--- config.mk ---
export PLATFORM = sky130hd
export DESIGN_NAME = sdc_wb_init_sequencer
export DESIGN_NICKNAME = d
export VERILOG_FILES = /design/src/rtl/sdc_regs_pkg.sv /design/src/rtl/sdc_wb_xfer.sv /design/src/rtl/sdc_wb_init_sequencer.sv
export SDC_FILE = /design/constraint.sdc
export NUM_CORES = 1
export LEC_CHECK = 0
export CELL_PAD_IN_SITES_DETAIL_PLACEMENT = 0
export CELL_PAD_IN_SITES_GLOBAL_PLACEMENT = 1
export CORE_AREA = 2 2 372 374
export CTS_BUF_LIST = sky130_fd_sc_hd__clkbuf_8
export CTS_CLUSTER_SIZE = 8
export DETAILED_ROUTE_END_ITERATION = 10
export DIE_AREA = 0 0 374 376
export PLACE_DENSITY = 0.44
export SKIP_LAST_GASP = 1
export SLEW_MARGIN = 20
export SYNTH_ARGS = -nofsm -noshare
export SYNTH_HDL_FRONTEND = slang
export SYNTH_HIERARCHICAL = 1
export SYNTH_SLANG_ARGS = --single-unit
--- constraint.sdc ---
create_clock -name wb_clk -period 5.1 [get_ports wb_clk]
set_input_delay 1.275 -clock wb_clk [delete_from_list [all_inputs] [get_ports wb_clk]]
set_output_delay 1.275 -clock wb_clk [all_outputs]
set_load 0.01 [all_outputs]
--- src/rtl/sdc_regs_pkg.sv ---
// Shared definitions for the sdc_controller init sequencer: register map
// offsets of the sdc_controller slave, default timeout value and the
// sequencer state encoding.
package sdc_regs_pkg;

   localparam logic [7:0] SDC_ARGUMENT          = 8'h00;
   localparam logic [7:0] SDC_COMMAND           = 8'h04;
   localparam logic [7:0] SDC_RESP0             = 8'h08;
   localparam logic [7:0] SDC_RESP1             = 8'h0C;
   localparam logic [7:0] SDC_RESP2             = 8'h10;
   localparam logic [7:0] SDC_RESP3             = 8'h14;
   localparam logic [7:0] SDC_DATA_TIMEOUT      = 8'h18;
   localparam logic [7:0] SDC_CONTROL           = 8'h1C;
   localparam logic [7:0] SDC_CMD_TIMEOUT       = 8'h20;
   localparam logic [7:0] SDC_CLOCK_DIVIDER     = 8'h24;
   localparam logic [7:0] SDC_SOFTWARE_RESET    = 8'h28;
   localparam logic [7:0] SDC_POWER_CONTROL     = 8'h2C;
   localparam logic [7:0] SDC_CAPABILITY        = 8'h30;
   localparam logic [7:0] SDC_CMD_EVENT_STATUS  = 8'h34;
   localparam logic [7:0] SDC_CMD_EVENT_ENABLE  = 8'h38;
   localparam logic [7:0] SDC_DATA_EVENT_STATUS = 8'h3C;
   localparam logic [7:0] SDC_DATA_EVENT_ENABLE = 8'h40;
   localparam logic [7:0] SDC_BLOCK_SIZE        = 8'h44;
   localparam logic [7:0] SDC_BLOCK_COUNT       = 8'h48;
   localparam logic [7:0] SDC_DATA_XFER_ADDRESS = 8'h60;

   // Default value the controller's timeout registers are usually loaded with.
   localparam logic [23:0] SDC_DEFAULT_TIMEOUT = 24'h7FFF;

   typedef enum logic [2:0] {
      SEQ_IDLE,
      SEQ_WR_REQ,
      SEQ_WR_WAIT,
      SEQ_RD_REQ,
      SEQ_RD_WAIT,
      SEQ_GAP,
      SEQ_DONE,
      SEQ_FAIL
   } seq_state_e;

endpackage

--- src/rtl/sdc_wb_xfer.sv ---
// One Wishbone classic transaction at a time. A req pulse registers the
// bus signals; cyc/stb stay up until ack is seen or the ack timeout expires.
// ack_done/timeout are combinational so the caller reacts on the same edge
// that drops cyc.
module sdc_wb_xfer
   import sdc_regs_pkg::*;
#(
   parameter int ADDR_W      = 8,
   parameter int DATA_W      = 32,
   parameter int ACK_TIMEOUT = 255
) (
   input  logic              wb_clk,
   input  logic              reset,
   input  logic              req,
   input  logic              we,
   input  logic [ADDR_W-1:0] adr,
   input  logic [DATA_W-1:0] dat,
   input  logic [3:0]        sel,
   output logic              ack_done,
   output logic              timeout,
   output logic [DATA_W-1:0] rdata,
   output logic [ADDR_W-1:0] wbm_adr_o,
   output logic [DATA_W-1:0] wbm_dat_o,
   input  logic [DATA_W-1:0] wbm_dat_i,
   output logic [3:0]        wbm_sel_o,
   output logic              wbm_we_o,
   output logic              wbm_cyc_o,
   output logic              wbm_stb_o,
   input  logic              wbm_ack_i
);

   localparam logic [15:0] TMO_LOAD = 16'(ACK_TIMEOUT);

   logic [15:0] cnt_reg;

   // Ack has priority over the last timeout cycle.
   assign ack_done = wbm_cyc_o & wbm_ack_i;
   assign timeout  = wbm_cyc_o & ~wbm_ack_i & (cnt_reg == 16'd1);
   assign rdata    = wbm_dat_i;

   // Bus request registers and ack countdown; reset drops cyc/stb at once.
   always_ff @(posedge wb_clk or posedge reset) begin
      if (reset) begin
         wbm_adr_o <= '0;
         wbm_dat_o <= '0;
         wbm_sel_o <= '0;
         wbm_we_o  <= 1'b0;
         wbm_cyc_o <= 1'b0;
         wbm_stb_o <= 1'b0;
         cnt_reg   <= '0;
      end else if (req && !wbm_cyc_o) begin
         wbm_adr_o <= adr;
         wbm_dat_o <= dat;
         wbm_sel_o <= sel;
         wbm_we_o  <= we;
         wbm_cyc_o <= 1'b1;
         wbm_stb_o <= 1'b1;
         cnt_reg   <= TMO_LOAD;
      end else if (ack_done || timeout) begin
         wbm_we_o  <= 1'b0;
         wbm_cyc_o <= 1'b0;
         wbm_stb_o <= 1'b0;
         cnt_reg   <= '0;
      end else if (wbm_cyc_o) begin
         cnt_reg   <= cnt_reg - 16'd1;
      end
   end

endmodule

--- src/rtl/sdc_wb_init_sequencer.sv ---
// Programs a table of sdc_controller registers over Wishbone after reset or
// on a start pulse, optionally reading each masked entry back to verify it.
// A start pulse is first latched into the pending flag (which reset preloads
// from AUTO_START) and accepted on the following edge.
module sdc_wb_init_sequencer
   import sdc_regs_pkg::*;
#(
   parameter int ADDR_W      = 8,
   parameter int DATA_W      = 32,
   parameter int NUM_REGS    = 11,
   parameter int IDX_W       = 6,
   parameter int ACK_TIMEOUT = 255,
   parameter int VERIFY_EN   = 1,
   parameter int AUTO_START  = 1
) (
   input  logic                       wb_clk,
   input  logic                       reset,
   input  logic                       start,
   input  logic [NUM_REGS*ADDR_W-1:0] cfg_addr,
   input  logic [NUM_REGS*DATA_W-1:0] cfg_data,
   input  logic [NUM_REGS*4-1:0]      cfg_sel,
   input  logic [NUM_REGS*DATA_W-1:0] cfg_vmask,
   output logic [ADDR_W-1:0]          wbm_adr_o,
   output logic [DATA_W-1:0]          wbm_dat_o,
   input  logic [DATA_W-1:0]          wbm_dat_i,
   output logic [3:0]                 wbm_sel_o,
   output logic                       wbm_we_o,
   output logic                       wbm_cyc_o,
   output logic                       wbm_stb_o,
   input  logic                       wbm_ack_i,
   output logic                       busy,
   output logic                       done,
   output logic                       fail,
   output logic                       fail_timeout,
   output logic [IDX_W-1:0]           fail_idx,
   output logic [DATA_W-1:0]          fail_rdata
);

   localparam int               TBL_N    = 1 << IDX_W;
   localparam logic [IDX_W-1:0] LAST_IDX = IDX_W'(NUM_REGS - 1);
   localparam logic [IDX_W-1:0] IDX_ONE  = IDX_W'(1);

   seq_state_e        state_reg;
   logic [IDX_W-1:0]  idx_reg;
   logic              rd_phase_reg;
   logic              pending_reg;

   // Flat cfg buses unpacked into index-addressable tables, padded to the
   // full index range so any idx value selects a defined entry.
   logic [ADDR_W-1:0] addr_tbl  [TBL_N];
   logic [DATA_W-1:0] data_tbl  [TBL_N];
   logic [3:0]        sel_tbl   [TBL_N];
   logic [DATA_W-1:0] vmask_tbl [TBL_N];

   genvar gi;
   generate
      for (gi = 0; gi < TBL_N; gi++) begin : g_tbl
         if (gi < NUM_REGS) begin : g_used
            assign addr_tbl[gi]  = cfg_addr[gi*ADDR_W +: ADDR_W];
            assign data_tbl[gi]  = cfg_data[gi*DATA_W +: DATA_W];
            assign sel_tbl[gi]   = cfg_sel[gi*4 +: 4];
            assign vmask_tbl[gi] = cfg_vmask[gi*DATA_W +: DATA_W];
         end else begin : g_pad
            assign addr_tbl[gi]  = '0;
            assign data_tbl[gi]  = '0;
            assign sel_tbl[gi]   = '0;
            assign vmask_tbl[gi] = '0;
         end
      end
   endgenerate

   logic [ADDR_W-1:0] cur_addr;
   logic [DATA_W-1:0] cur_data;
   logic [3:0]        cur_sel;
   logic [DATA_W-1:0] cur_vmask;
   logic              xfer_req;
   logic              xfer_we;
   logic              xfer_ack;
   logic              xfer_timeout;
   logic [DATA_W-1:0] xfer_rdata;
   logic              mismatch;

   assign cur_addr  = addr_tbl[idx_reg];
   assign cur_data  = data_tbl[idx_reg];
   assign cur_sel   = sel_tbl[idx_reg];
   assign cur_vmask = vmask_tbl[idx_reg];

   // Reads are only issued for entries with a non-zero verify mask.
   assign xfer_req  = (state_reg == SEQ_WR_REQ) ||
                      ((state_reg == SEQ_RD_REQ) && (cur_vmask != '0));
   assign xfer_we   = (state_reg == SEQ_WR_REQ);
   assign mismatch  = |((xfer_rdata ^ cur_data) & cur_vmask);

   sdc_wb_xfer #(
      .ADDR_W      (ADDR_W),
      .DATA_W      (DATA_W),
      .ACK_TIMEOUT (ACK_TIMEOUT)
   ) u_xfer (
      .wb_clk    (wb_clk),
      .reset     (reset),
      .req       (xfer_req),
      .we        (xfer_we),
      .adr       (cur_addr),
      .dat       (cur_data),
      .sel       (cur_sel),
      .ack_done  (xfer_ack),
      .timeout   (xfer_timeout),
      .rdata     (xfer_rdata),
      .wbm_adr_o (wbm_adr_o),
      .wbm_dat_o (wbm_dat_o),
      .wbm_dat_i (wbm_dat_i),
      .wbm_sel_o (wbm_sel_o),
      .wbm_we_o  (wbm_we_o),
      .wbm_cyc_o (wbm_cyc_o),
      .wbm_stb_o (wbm_stb_o),
      .wbm_ack_i (wbm_ack_i)
   );

   // Sequencer FSM with registered status outputs.
   always_ff @(posedge wb_clk or posedge reset) begin
      if (reset) begin
         state_reg    <= SEQ_IDLE;
         idx_reg      <= '0;
         rd_phase_reg <= 1'b0;
         pending_reg  <= (AUTO_START != 0);
         busy         <= 1'b0;
         done         <= 1'b0;
         fail         <= 1'b0;
         fail_timeout <= 1'b0;
         fail_idx     <= '0;
         fail_rdata   <= '0;
      end else begin
         case (state_reg)
            SEQ_IDLE, SEQ_DONE, SEQ_FAIL: begin
               if (pending_reg) begin
                  pending_reg  <= 1'b0;
                  idx_reg      <= '0;
                  rd_phase_reg <= 1'b0;
                  busy         <= 1'b1;
                  done         <= 1'b0;
                  fail         <= 1'b0;
                  fail_timeout <= 1'b0;
                  fail_idx     <= '0;
                  fail_rdata   <= '0;
                  state_reg    <= SEQ_WR_REQ;
               end else if (start) begin
                  pending_reg  <= 1'b1;
               end
            end
            SEQ_WR_REQ: state_reg <= SEQ_WR_WAIT;
            SEQ_WR_WAIT: begin
               if (xfer_ack) begin
                  state_reg <= SEQ_GAP;
               end else if (xfer_timeout) begin
                  state_reg    <= SEQ_FAIL;
                  fail         <= 1'b1;
                  busy         <= 1'b0;
                  fail_timeout <= 1'b1;
                  fail_idx     <= idx_reg;
               end
            end
            SEQ_RD_REQ: begin
               if (cur_vmask != '0) begin
                  state_reg <= SEQ_RD_WAIT;
               end else if (idx_reg != LAST_IDX) begin
                  idx_reg   <= idx_reg + IDX_ONE;
               end else begin
                  state_reg <= SEQ_DONE;
                  done      <= 1'b1;
                  busy      <= 1'b0;
               end
            end
            SEQ_RD_WAIT: begin
               if (xfer_ack && mismatch) begin
                  state_reg    <= SEQ_FAIL;
                  fail         <= 1'b1;
                  busy         <= 1'b0;
                  fail_timeout <= 1'b0;
                  fail_idx     <= idx_reg;
                  fail_rdata   <= xfer_rdata;
               end else if (xfer_ack) begin
                  state_reg    <= SEQ_GAP;
               end else if (xfer_timeout) begin
                  state_reg    <= SEQ_FAIL;
                  fail         <= 1'b1;
                  busy         <= 1'b0;
                  fail_timeout <= 1'b1;
                  fail_idx     <= idx_reg;
               end
            end
            SEQ_GAP: begin
               if (idx_reg != LAST_IDX) begin
                  idx_reg   <= idx_reg + IDX_ONE;
                  state_reg <= rd_phase_reg ? SEQ_RD_REQ : SEQ_WR_REQ;
               end else if (!rd_phase_reg && (VERIFY_EN != 0)) begin
                  idx_reg      <= '0;
                  rd_phase_reg <= 1'b1;
                  state_reg    <= SEQ_RD_REQ;
               end else begin
                  state_reg <= SEQ_DONE;
                  done      <= 1'b1;
                  busy      <= 1'b0;
               end
            end
            default: state_reg <= SEQ_IDLE;
         endcase
      end
   end

endmodule
==> metrics.txt, run 1 <==
mapped cell area=13,500 µm²; Row Count=136; Setup crit end kind=register; Congestion Overflow GR=0; final core occ=18.9%; r2r endpoint=u_xfer/cnt_reg[13]$_DFFE_PP0P_; Period minus WS final=4.82 ns; Hold/Removal Path Class=reg2reg; core area=137,000 µm²; clock skew=0.0141 ns; slowest stage delay, CP=0.88 ns; CTS tree=yes; post-synth top area cell=dfrtp_1; initial antenna violation count=40; H-tree Lvls=4; crit path from=idx_reg[0]$_DFFE_PP0P_; commonest cells after routing, fill and taps aside=clkdlybuf4s50_1 (960), nand2_1 (309), mux2i_1 (160); RSZ-0062 raised after global routing=false; endpoints failing setup=0; final hold violations=0; # Max-Cap Violations=0; Crit path max-delay family=compound AO/OA/AOI/OAI gates; Syn Inst Count=1,571; critical path cell sequence=buf_4 > mux2_2 > a22oi_1 > o21ai_0 > buf_4 > o21ai_0 > nor4b_1 > and3_1 > a21oi_2 > buf_4 > nand2b_2 > o211ai_2 > a21oi_1; Slowest cell on crit path=dfrtp_4; final standard cell area without fillers=25,800 µm²; Total GRT Usage=17.6%; critical path peak fanout=27; headroom to the max-slew limit=29.4%; total number of vias=16,700; Sum Neg Setup Slack=0 ns; HP Start=u_xfer/wbm_dat_o[19]$_DFFE_PP0P_; drt pass-1 iters=5; status=complete, no violations; chip width=374 µm; DRC viols=0; Mapped Nets=2,447; initial DRC count=920; Initial Util=9.85%; Worst Path Buf+Inv=3; post-CTS sizing=0; worst reg2reg path depth=13; reg2reg setup slack=0.28 ns; vias in the first global route=17,600; Area after DPL=25,400 µm²; Hold EP=u_xfer/wbm_dat_o[19]$_DFFE_PP0P_; CTS Sinks=115; P&R area growth vs syn=92.0%; RR Startpoint=idx_reg[0]$_DFFE_PP0P_; die area=141,000 µm²; Fin Hold WS=0.479 ns; share of post-route cells with drive strength above 1=13.1%; commonest non-fill, non-tap cell in the layout=clkdlybuf4s50_1; CP startpoint kind=register; maximum number of pins on one net before global-route repair=61; Placer Congestion=0.867; CTS Hold Bufs=0; Syn. warnings=6; Post-synth ARST share=100%; sequential fraction of the synthesis area=21.4%; VDD IR max=177 µV; clk slew on worst S/H paths=0.08 ns; WS Path Type=reg2reg; pwr/cell area=365 nW/µm²; multi-input logic area=9590 µm²; I/O pins=961; Die Ht=376 µm; Final Max Slew Viols=0; ys flop type=dfrtp_1; post-CTS setup buffers=0; period utilization=94.5%; Req. time, crit path=5.50 ns; NumNets Final=3,369; CTS Buf Count=17; I/O Buffers=960; Yosys top cell area share=21.2%; Arr. time, crit path=5.22 ns; #FFs+latches synth=115; synth top area cells=dfrtp_1 (21%), mux4_2 (15%), mux2i_1 (12%); Syn Area/Cell=8.56 µm²; Total Wirelength=128,000 µm; fmax=208 MHz; post-synth cell types=76; Slew @ Worst Pin=1.05 ns; DP HPWL=112,000 µm; CTS max path bufs=2; first-pass GRT wire length=167,000 µm; Lkg Pwr=0.00929 µW; Via density=3.87; Antenna Violating Nets Remaining=0; EDFF count, synth=0; worst-skew pair later-pin latency=0.49 ns; clk root buf=clkbuf_8; Worst path most repeated cell=buf_4; Filler cells=15,300; hold path depth=2; Sequential Area=2890 µm²; per-cell routed wire length=29.8 µm; Pwr Total=9440 µW
through the flow:
| stage | instances | setup slack (ns) |
|---|---|---|
| 6_report | 4306 | 0.281 |
| 5_1_grt | 4302 | 0.235 |
| 4_1_cts | 4300 | 0.294 |
| 3_5_place_dp | 4268 | 0.0631 |
| 3_3_place_gp | 4268 | 0.104 |
| 2_1_floorplan | 1571 | 1.23 |
how the worst max path moves through the flow:
stage	end	slack (ns)	depth (start not counted)
final	u_xfer/cnt_reg[13]$_DFFE_PP0P_	0.28	13
after global routing	u_xfer/cnt_reg[11]$_DFFE_PP0P_	0.24	13
after CTS	u_xfer/cnt_reg[11]$_DFFE_PP0P_	0.29	13
after detailed placement	u_xfer/cnt_reg[6]$_DFFE_PP0P_	0.06	12
after global placement	u_xfer/cnt_reg[6]$_DFFE_PP0P_	0.10	12
after floorplan	fail_rdata[0]$_DFFE_PP0P_	1.23	12
worst min-delay path: cells and delay by family, from the launching register on:
kind	cells	cell delay (ns)
simple gates	2	0.10
flops	1	0.35
metal layers:
metal	global-route usage [%]	routed length [µm]
met1	22.9	57600
met2	30.9	63100
met3	3.11	6290
met4	2.10	1290
met5	0	74
synth_stat cells, types with 5 or more instances:
cell type and number:
o2bb2ai_1 9, mux4_2 91, a22oi_1 52, buf_4 41, o31ai_1 5, o21ai_0 89, nand3b_1 6, buf_1 15
a221o_1 9, nor4_1 7, xor2_1 13, o211ai_1 5, dfrtp_1 114, nand4_1 11, or3_1 7, a31oi_1 7
mux2_2 52, mux2i_1 160, a221oi_1 6, a211oi_1 20, nor2_1 112, nor3_1 23, o32ai_1 7, nor2b_1 15
a32oi_1 5, nand2_1 311, and3_1 13, nand3_1 23, inv_1 15, o22ai_1 32, nand2b_1 7, buf_6 20
buf_2 23, clkbuf_1 68, and2_1 13, xnor2_1 15, a21oi_1 76
logic make-up (layout without fill, tap and decap cells):
family / count (synthesis) / in the layout / synth area share [%]
other cells: 0 / 6 / 0
compound gates: 357 / 357 / 17.3
flops: 115 / 115 / 21.4
fa+ha+maj: 4 / 4 / 0.372
buf+inv: 186 / 1121 / 7.91
simple gates: 576 / 576 / 19.3
mux: 305 / 305 / 31.9
xor+xnor: 28 / 28 / 1.82
power by group:
group	internal [µW]	leakage (µW)	total [µW]	switching [µW]
logic	3180	0.00761	6820	3640
registers	1260	0.00150	1690	426
clock network	437	0.000186	927	490
total	4870	0.00929	9440	4560
layout make-up:
| type | instances | share of cell area (%) |
|---|---|---|
| inverters | 16 | 0.242 |
| repair buffers | 1073 | 41.2 |
| multi-input cells | 1270 | 37.1 |
| clock inverters | 15 | 0.615 |
| flip-flops and latches | 115 | 11.2 |
| diodes | 6 | 0.0581 |
| well taps | 1794 | 8.69 |
| clock buffers | 17 | 0.906 |
Power figures use the tool's default switching activity.
==> run 2: changes to the inputs <==
--- a/config.mk
+++ b/config.mk
@@ -5,14 +5,12 @@
 export SDC_FILE = /design/constraint.sdc
 export NUM_CORES = 1
 export LEC_CHECK = 0
-export CELL_PAD_IN_SITES_DETAIL_PLACEMENT = 0
-export CELL_PAD_IN_SITES_GLOBAL_PLACEMENT = 1
-export CORE_AREA = 2 2 372 374
+export CORE_AREA = 2 2 370 372
 export CTS_BUF_LIST = sky130_fd_sc_hd__clkbuf_8
 export CTS_CLUSTER_SIZE = 8
 export DETAILED_ROUTE_END_ITERATION = 10
-export DIE_AREA = 0 0 374 376
-export PLACE_DENSITY = 0.44
+export DIE_AREA = 0 0 372 374
+export PLACE_DENSITY = 0.35
 export SKIP_LAST_GASP = 1
 export SLEW_MARGIN = 20
 export SYNTH_ARGS = -nofsm -noshare
==> run 2 against run 1 <==
Final cell count fell by 0.12%. Utilization rose by 0.22 points. Register-to-register slack improved by 0.31 ns. Sequential power is essentially flat. Non-clock buffer count grew 6. Setup slack gained 0.31 ns. Die area shrank 1.1%. Critical path depth unchanged. Wire length decreased by 1.3%. Clock-buffer cell count is the same. Via count decreased by 0.29%. Clock skew is 0.0046 ns higher. Largest cell class unchanged. Highest routed layer unchanged.
==> metrics.txt, run 2 (synthesis gave the netlist of run 1 again) <==
status=complete, no violations (unchanged); Via density=3.86 (was 3.87); pwr/cell area=361 nW/µm² (was 365 nW/µm²); # Max-Cap Violations=0 (unchanged); Total Wirelength=127,000 µm (was 128,000 µm); Lkg Pwr=0.00931 µW (was 0.00929 µW); P&R area growth vs syn=91.9% (was 92.0%); commonest cells after routing, fill and taps aside=clkdlybuf4s50_1 (960), nand2_1 (309), mux2i_1 (160) (unchanged); Sum Neg Setup Slack=0 ns (unchanged); hold path depth=2 (unchanged); NumNets Final=3,375 (was 3,369); Seq pwr share=18.0% (was 17.9%); net switching power of the design=4510 µW (was 4560 µW); final hold violations=0 (unchanged); post-CTS sizing=0 (unchanged); first-pass GRT wire length=164,000 µm (was 167,000 µm); initial antenna violation count=38 (was 40); Area after DPL=25,400 µm² (about the same); clk root buf=clkbuf_8 (unchanged); drt pass-1 iters=5 (unchanged); maximum number of pins on one net before global-route repair=65 (was 61); H-tree Lvls=4 (unchanged); DRC viols=0 (unchanged); clock skew=0.0187 ns (was 0.0141 ns); Total GRT Usage=17.6% (about the same); core area=135,000 µm² (was 137,000 µm²); Final Max Slew Viols=0 (unchanged); CTS max path bufs=2 (unchanged); clock group share of total power=9.5% (was 9.8%); Die Ht=374 µm (was 376 µm); Comb pwr share=72.6% (was 72.3%); CP startpoint kind=register (unchanged); clk slew on worst S/H paths=0.08 ns (about the same); commonest non-fill, non-tap cell in the layout=clkdlybuf4s50_1 (unchanged); VDD IR max=151 µV (was 177 µV); Hold/Removal Path Class=reg2reg (unchanged); per-cell routed wire length=29.4 µm (was 29.8 µm); Setup crit end kind=register (unchanged); Hold EP=u_xfer/wbm_dat_o[6]$_DFFE_PP0P_ (was u_xfer/wbm_dat_o[19]$_DFFE_PP0P_); Cell Int Power=4800 µW (was 4870 µW); fmax=222 MHz (was 208 MHz); endpoints failing setup=0 (unchanged); Initial Util=9.97% (was 9.85%); worst reg2reg path depth=13 (unchanged); r2r endpoint=idx_reg[3]$_DFFE_PP0P_ (was u_xfer/cnt_reg[13]$_DFFE_PP0P_); HP Start=u_xfer/wbm_dat_o[6]$_DFFE_PP0P_ (was u_xfer/wbm_dat_o[19]$_DFFE_PP0P_); initial DRC count=908 (was 920); DP HPWL=110,000 µm (was 112,000 µm); I/O Buffers=960 (unchanged); share of post-route cells with drive strength above 1=13.4% (was 13.1%); final standard cell area without fillers=25,800 µm² (about the same); CTS tree=yes (unchanged); vias in the first global route=17,700 (was 17,600); I/O pins=961 (unchanged); Slew @ Worst Pin=1.04 ns (was 1.05 ns); Placer Congestion=0.862 (was 0.867); WS Path Type=reg2reg (unchanged); headroom to the max-slew limit=30.8% (was 29.4%); Row Count=135 (was 136); CTS Hold Bufs=0 (unchanged); period utilization=88.5% (was 94.5%); die area=139,000 µm² (was 141,000 µm²); critical path peak fanout=31 (was 27); Filler cells=15,100 (was 15,300); Antenna Violating Nets Remaining=0 (unchanged); worst-skew pair later-pin latency=0.49 ns (about the same); Period minus WS final=4.51 ns (was 4.82 ns); Req. time, crit path=5.52 ns (was 5.50 ns); total number of vias=16,600 (was 16,700); CTS Sinks=115 (unchanged); Switching Share=48.5% (was 48.3%); post-CTS setup buffers=0 (unchanged); CTS Buf Count=17 (unchanged); reg2reg setup slack=0.59 ns (was 0.28 ns); RR Startpoint=idx_reg[0]$_DFFE_PP0P_ (unchanged); Congestion Overflow GR=0 (unchanged); RSZ-0062 raised after global routing=false (unchanged); chip width=372 µm (was 374 µm); Arr. time, crit path=4.93 ns (was 5.22 ns)
run 2: final cells by class:
cell class | instances | area [µm²] | area share, %
well taps | 1781 | 2230 | 8.63
multi-input cells | 1270 | 9590 | 37.1
inverters | 16 | 61.3 | 0.238
diodes | 8 | 20.0 | 0.0776
flip-flops and latches | 115 | 2890 | 11.2
repair buffers | 1079 | 10600 | 41.2
clock buffers | 17 | 234 | 0.906
clock inverters | 15 | 149 | 0.577
run 2: power groups by stage:
stage	sequential (µW)	combinational (µW)	clock (µW)
2_1_floorplan	1620	3510	0
3_3_place_gp	1710	6940	0
3_5_place_dp	1710	6920	0
4_1_cts	1690	6950	924
5_1_grt	1740	7300	957
6_report	1670	6760	881
run 2: critical path, cell delays in order, from the launching register on:
cell      delay [ns]
dfrtp_4         0.81
buf_12          0.33
buf_4           0.24
mux2_2          0.37
o22ai_1         0.17
o32ai_1         0.13
buf_4           0.20
nor4_1          0.48
nand2_1         0.25
o31ai_2         0.42
a21oi_2         0.19
nand2b_1        0.22
or4_1           0.52
nand2_1         0.07
run 2: metrics by stage:
step / hold WS, ns / util (%) / instances / total power (µW) / setup slack, ns
4_1_cts: 0.484 / 19.1 / 4293 / 9560 / 0.400
6_report: 0.477 / 19.1 / 4301 / 9310 / 0.588
5_1_grt: 0.507 / 19.1 / 4296 / 10000 / 0.285
2_1_floorplan: 0.514 / - / 1571 / 5120 / 1.23
3_3_place_gp: 0.462 / 18.8 / 4261 / 8650 / 0.0743
3_5_place_dp: 0.462 / 18.8 / 4261 / 8630 / 0.0904
run 2: worst max path at each step:
stage	start	to	slack, ns	cells past startpoint
5_1_grt	idx_reg[0]$_DFFE_PP0P_	u_xfer/cnt_reg[13]$_DFFE_PP0P_	0.28	14
2_1_floorplan	cfg_data[108]	fail_rdata[0]$_DFFE_PP0P_	1.23	12
3_5_place_dp	cfg_data[12]	fail_rdata[25]$_DFFE_PP0P_	0.09	14
4_1_cts	idx_reg[0]$_DFFE_PP0P_	fail_rdata[25]$_DFFE_PP0P_	0.40	15
6_report	idx_reg[0]$_DFFE_PP0P_	idx_reg[3]$_DFFE_PP0P_	0.59	13
3_3_place_gp	cfg_data[12]	fail_rdata[10]$_DFFE_PP0P_	0.07	14
run 2: layer usage:
| metal | part of all wire (%) | GRT usage, % | vias to the layer above |
|---|---|---|---|
| li1 | - | - | 7668 |
| met3 | 6.5 | 3.79 | 70 |
| met5 | 0.10 | 0 | - |
| met4 | 1.2 | 2.51 | 22 |
| met2 | 49 | 30.3 | 715 |
| met1 | 44 | 22.6 | 8130 |
==> run 3: changes to the inputs <==
--- a/config.mk
+++ b/config.mk
@@ -5,11 +5,11 @@
 export SDC_FILE = /design/constraint.sdc
 export NUM_CORES = 1
 export LEC_CHECK = 0
-export CORE_AREA = 2 2 370 372
+export CORE_AREA = 5 5 372 374
 export CTS_BUF_LIST = sky130_fd_sc_hd__clkbuf_8
 export CTS_CLUSTER_SIZE = 8
 export DETAILED_ROUTE_END_ITERATION = 10
-export DIE_AREA = 0 0 372 374
+export DIE_AREA = 0 0 377 379
 export PLACE_DENSITY = 0.35
 export SKIP_LAST_GASP = 1
 export SLEW_MARGIN = 20
==> constraint.sdc (replaced) <==
create_clock -name wb_clk -period 4.3 [get_ports wb_clk]
set_input_delay 1.075 -clock wb_clk [delete_from_list [all_inputs] [get_ports wb_clk]]
set_output_delay 1.075 -clock wb_clk [all_outputs]
set_load 0.01 [all_outputs]
==> run 3 against run 2 <==
Global-route usage decreased by 0.16 points. Sequential cell count unchanged. Non-clock buffer count increased by 53. Die area increased by 2.7%. Worst hold slack about the same. First-iteration DRC count increased by 16%. Sequential share of layout area decreased by 0.28 points. Highest routed layer unchanged.
==> metrics.txt, run 3 (synthesis gave the netlist of run 1 again) <==
multi-input logic area=9630 µm² (was 9590 µm²); VDD IR max=177 µV (was 151 µV); DRC viols=0 (unchanged); Slew @ Worst Pin=0.938 ns (was 1.04 ns); commonest cells after routing, fill and taps aside=clkdlybuf4s50_1 (960), nand2_1 (309), mux2i_1 (159) (was clkdlybuf4s50_1 (960), nand2_1 (309), mux2i_1 (160)); CTS Sinks=115 (unchanged); CP startpoint kind=input pin (was register); WS Path Type=in2reg (was reg2reg); CTS max path bufs=2 (unchanged); Arr. time, crit path=4.48 ns (was 4.93 ns); share of post-route cells with drive strength above 1=15.4% (was 13.4%); fin cells=4,366 (was 4,301); Hold/Removal Path Class=reg2reg (unchanged); vias in the first global route=17,900 (was 17,700); maximum number of pins on one net before global-route repair=65 (unchanged); headroom to the max-slew limit=37.3% (was 30.8%); Final Max Slew Viols=0 (unchanged); core area=135,000 µm² (about the same); Congestion Overflow GR=0 (unchanged); Total GRT Usage=17.4% (was 17.6%); drt pass-1 iters=5 (unchanged); DP HPWL=115,000 µm (was 110,000 µm); Placer Congestion=0.835 (was 0.862); total number of vias=16,900 (was 16,600); commonest non-fill, non-tap cell in the layout=clkdlybuf4s50_1 (unchanged); Row Count=135 (unchanged); Antenna Violating Nets Remaining=0 (unchanged); RSZ-0062 raised after global routing=false (unchanged); fmax=243 MHz; # Max-Cap Violations=0 (unchanged); critical path peak fanout=64 (was 31); period utilization=95.9%; endpoints failing setup=0 (unchanged); Via density=3.86 (about the same); clk slew on worst S/H paths=0.08 ns (about the same); chip width=377 µm (was 372 µm); clk root buf=clkbuf_8 (unchanged); Initial Util=9.99% (was 9.97%); P&R area growth vs syn=96.8% (was 91.9%); initial antenna violation count=50 (was 38); Total Wirelength=130,000 µm (was 127,000 µm); Sequential Area=2890 µm² (unchanged); CTS Buf Count=17 (unchanged); pwr/cell area=432 nW/µm² (was 361 nW/µm²); I/O pins=961 (unchanged); clock skew=0.0235 ns (was 0.0187 ns); Req. time, crit path=4.65 ns (was 5.52 ns); Lkg Pwr=0.00963 µW (was 0.00931 µW); Filler cells=14,900 (was 15,100); worst-skew pair later-pin latency=0.48 ns (was 0.49 ns); Setup crit end kind=register (unchanged); NumNets Final=3,428 (was 3,375); first-pass GRT wire length=168,000 µm (was 164,000 µm); final hold violations=0 (unchanged); CTS tree=yes (unchanged); die area=143,000 µm² (was 139,000 µm²); Fin Hold WS=0.476 ns (was 0.477 ns); H-tree Lvls=4 (unchanged); Die Ht=379 µm (was 374 µm); I/O Buffers=960 (unchanged); Pwr Total=11,400 µW (was 9310 µW); Period minus WS final=4.12 ns; initial DRC count=1,054 (was 908); placed cell count=4,310 (was 4,261); per-cell routed wire length=29.8 µm (was 29.4 µm); status=complete, no violations (unchanged)
-- run 3: changes by cell type in the layout (fill, tap and decap cells not counted), moves of 3 or more --
cell      before  now
buf_12        11   24
diode_2        8   20
inv_6          5    1
buf_4        108  147
clkinv_2       2    5
clkinv_4       5    2
-- run 3: metal layers --
| layer | share of wire (%) | vias up | track usage (%) |
|---|---|---|---|
| li1 | - | 7786 | - |
| met2 | 48 | 723 | 29.5 |
| met3 | 6.6 | 96 | 4.05 |
| met5 | 0.10 | - | 0 |
| met4 | 1.7 | 22 | 3.92 |
| met1 | 44 | 8232 | 22.5 |
-- run 3: critical path, stage by stage --
cell and delay (ns):
clkdlybuf4s50_1 0.41, mux4_2 0.50, mux2i_2 0.24, buf_12 0.15, nor3_1 0.04, or4_1 0.52
a22oi_1 0.32, nand4_1 0.14, nor4_1 0.30, buf_4 0.17, a31oi_4 0.14, buf_12 0.22
nand2_1 0.12, o21ai_0 0.08
-- run 3: final timing paths --
path / startpoint / end / slack (ns) / depth (start not counted)
max: cfg_data[108] / fail_rdata[15]$_DFFE_PP0P_ / 0.18 / 14
min: u_xfer/wbm_sel_o[1]$_DFFE_PP0P_ / u_xfer/wbm_sel_o[1]$_DFFE_PP0P_ / 0.48 / 2
max reg2reg: idx_reg[2]$_DFFE_PP0P_ / fail_rdata[15]$_DFFE_PP0P_ / 0.27 / 14
min reg2reg: u_xfer/wbm_sel_o[1]$_DFFE_PP0P_ / u_xfer/wbm_sel_o[1]$_DFFE_PP0P_ / 0.48 / 2
max in group asynchronous: reset / fail_rdata[27]$_DFFE_PP0P_ / 2.26 / 3
min in group asynchronous: reset / u_xfer/wbm_adr_o[3]$_DFFE_PP0P_ / 1.14 / 2
-- run 3: layout make-up --
type / instances / area share (%)
multi-input combinational: 1270 / 36.4
inverter: 16 / 0.232
clock buffer: 18 / 0.936
timing repair buffer: 1132 / 42.3
clock inverter: 14 / 0.614
tap: 1781 / 8.42
antenna: 20 / 0.189
sequential: 115 / 10.9
-- run 3: repair_timing --
action / 4_1_cts / 5_1_grt
endpoints found under the setup margin: 12 / 45
resized for setup: 3 / 5
hold buffers: 0 / 0
buffers inserted: 0 / 4
gates cloned: 0 / 0
-- run 3: where the power goes --
group | switching, µW | internal [µW] | leakage, µW
sequential | 391 | 1500 | 0.00150
combinational | 4450 | 3980 | 0.00793
clock | 532 | 584 | 0.000206
total | 5370 | 6060 | 0.00963
-- run 3: per-stage QoR --
stage / setup WS, ns / area, µm² / TNS [ns] / util, %
CTS: 0.0370 / 26400 / 0 / 19.6
global placement: -0.367 / 25900 / -25.41 / 19.3
floorplan: 0.634 / 13500 / 0 / -
detailed placement: -0.383 / 25900 / -26.82 / 19.3
finish: 0.177 / 26500 / 0 / 19.7
global route: 0.0371 / 26500 / 0 / 19.7
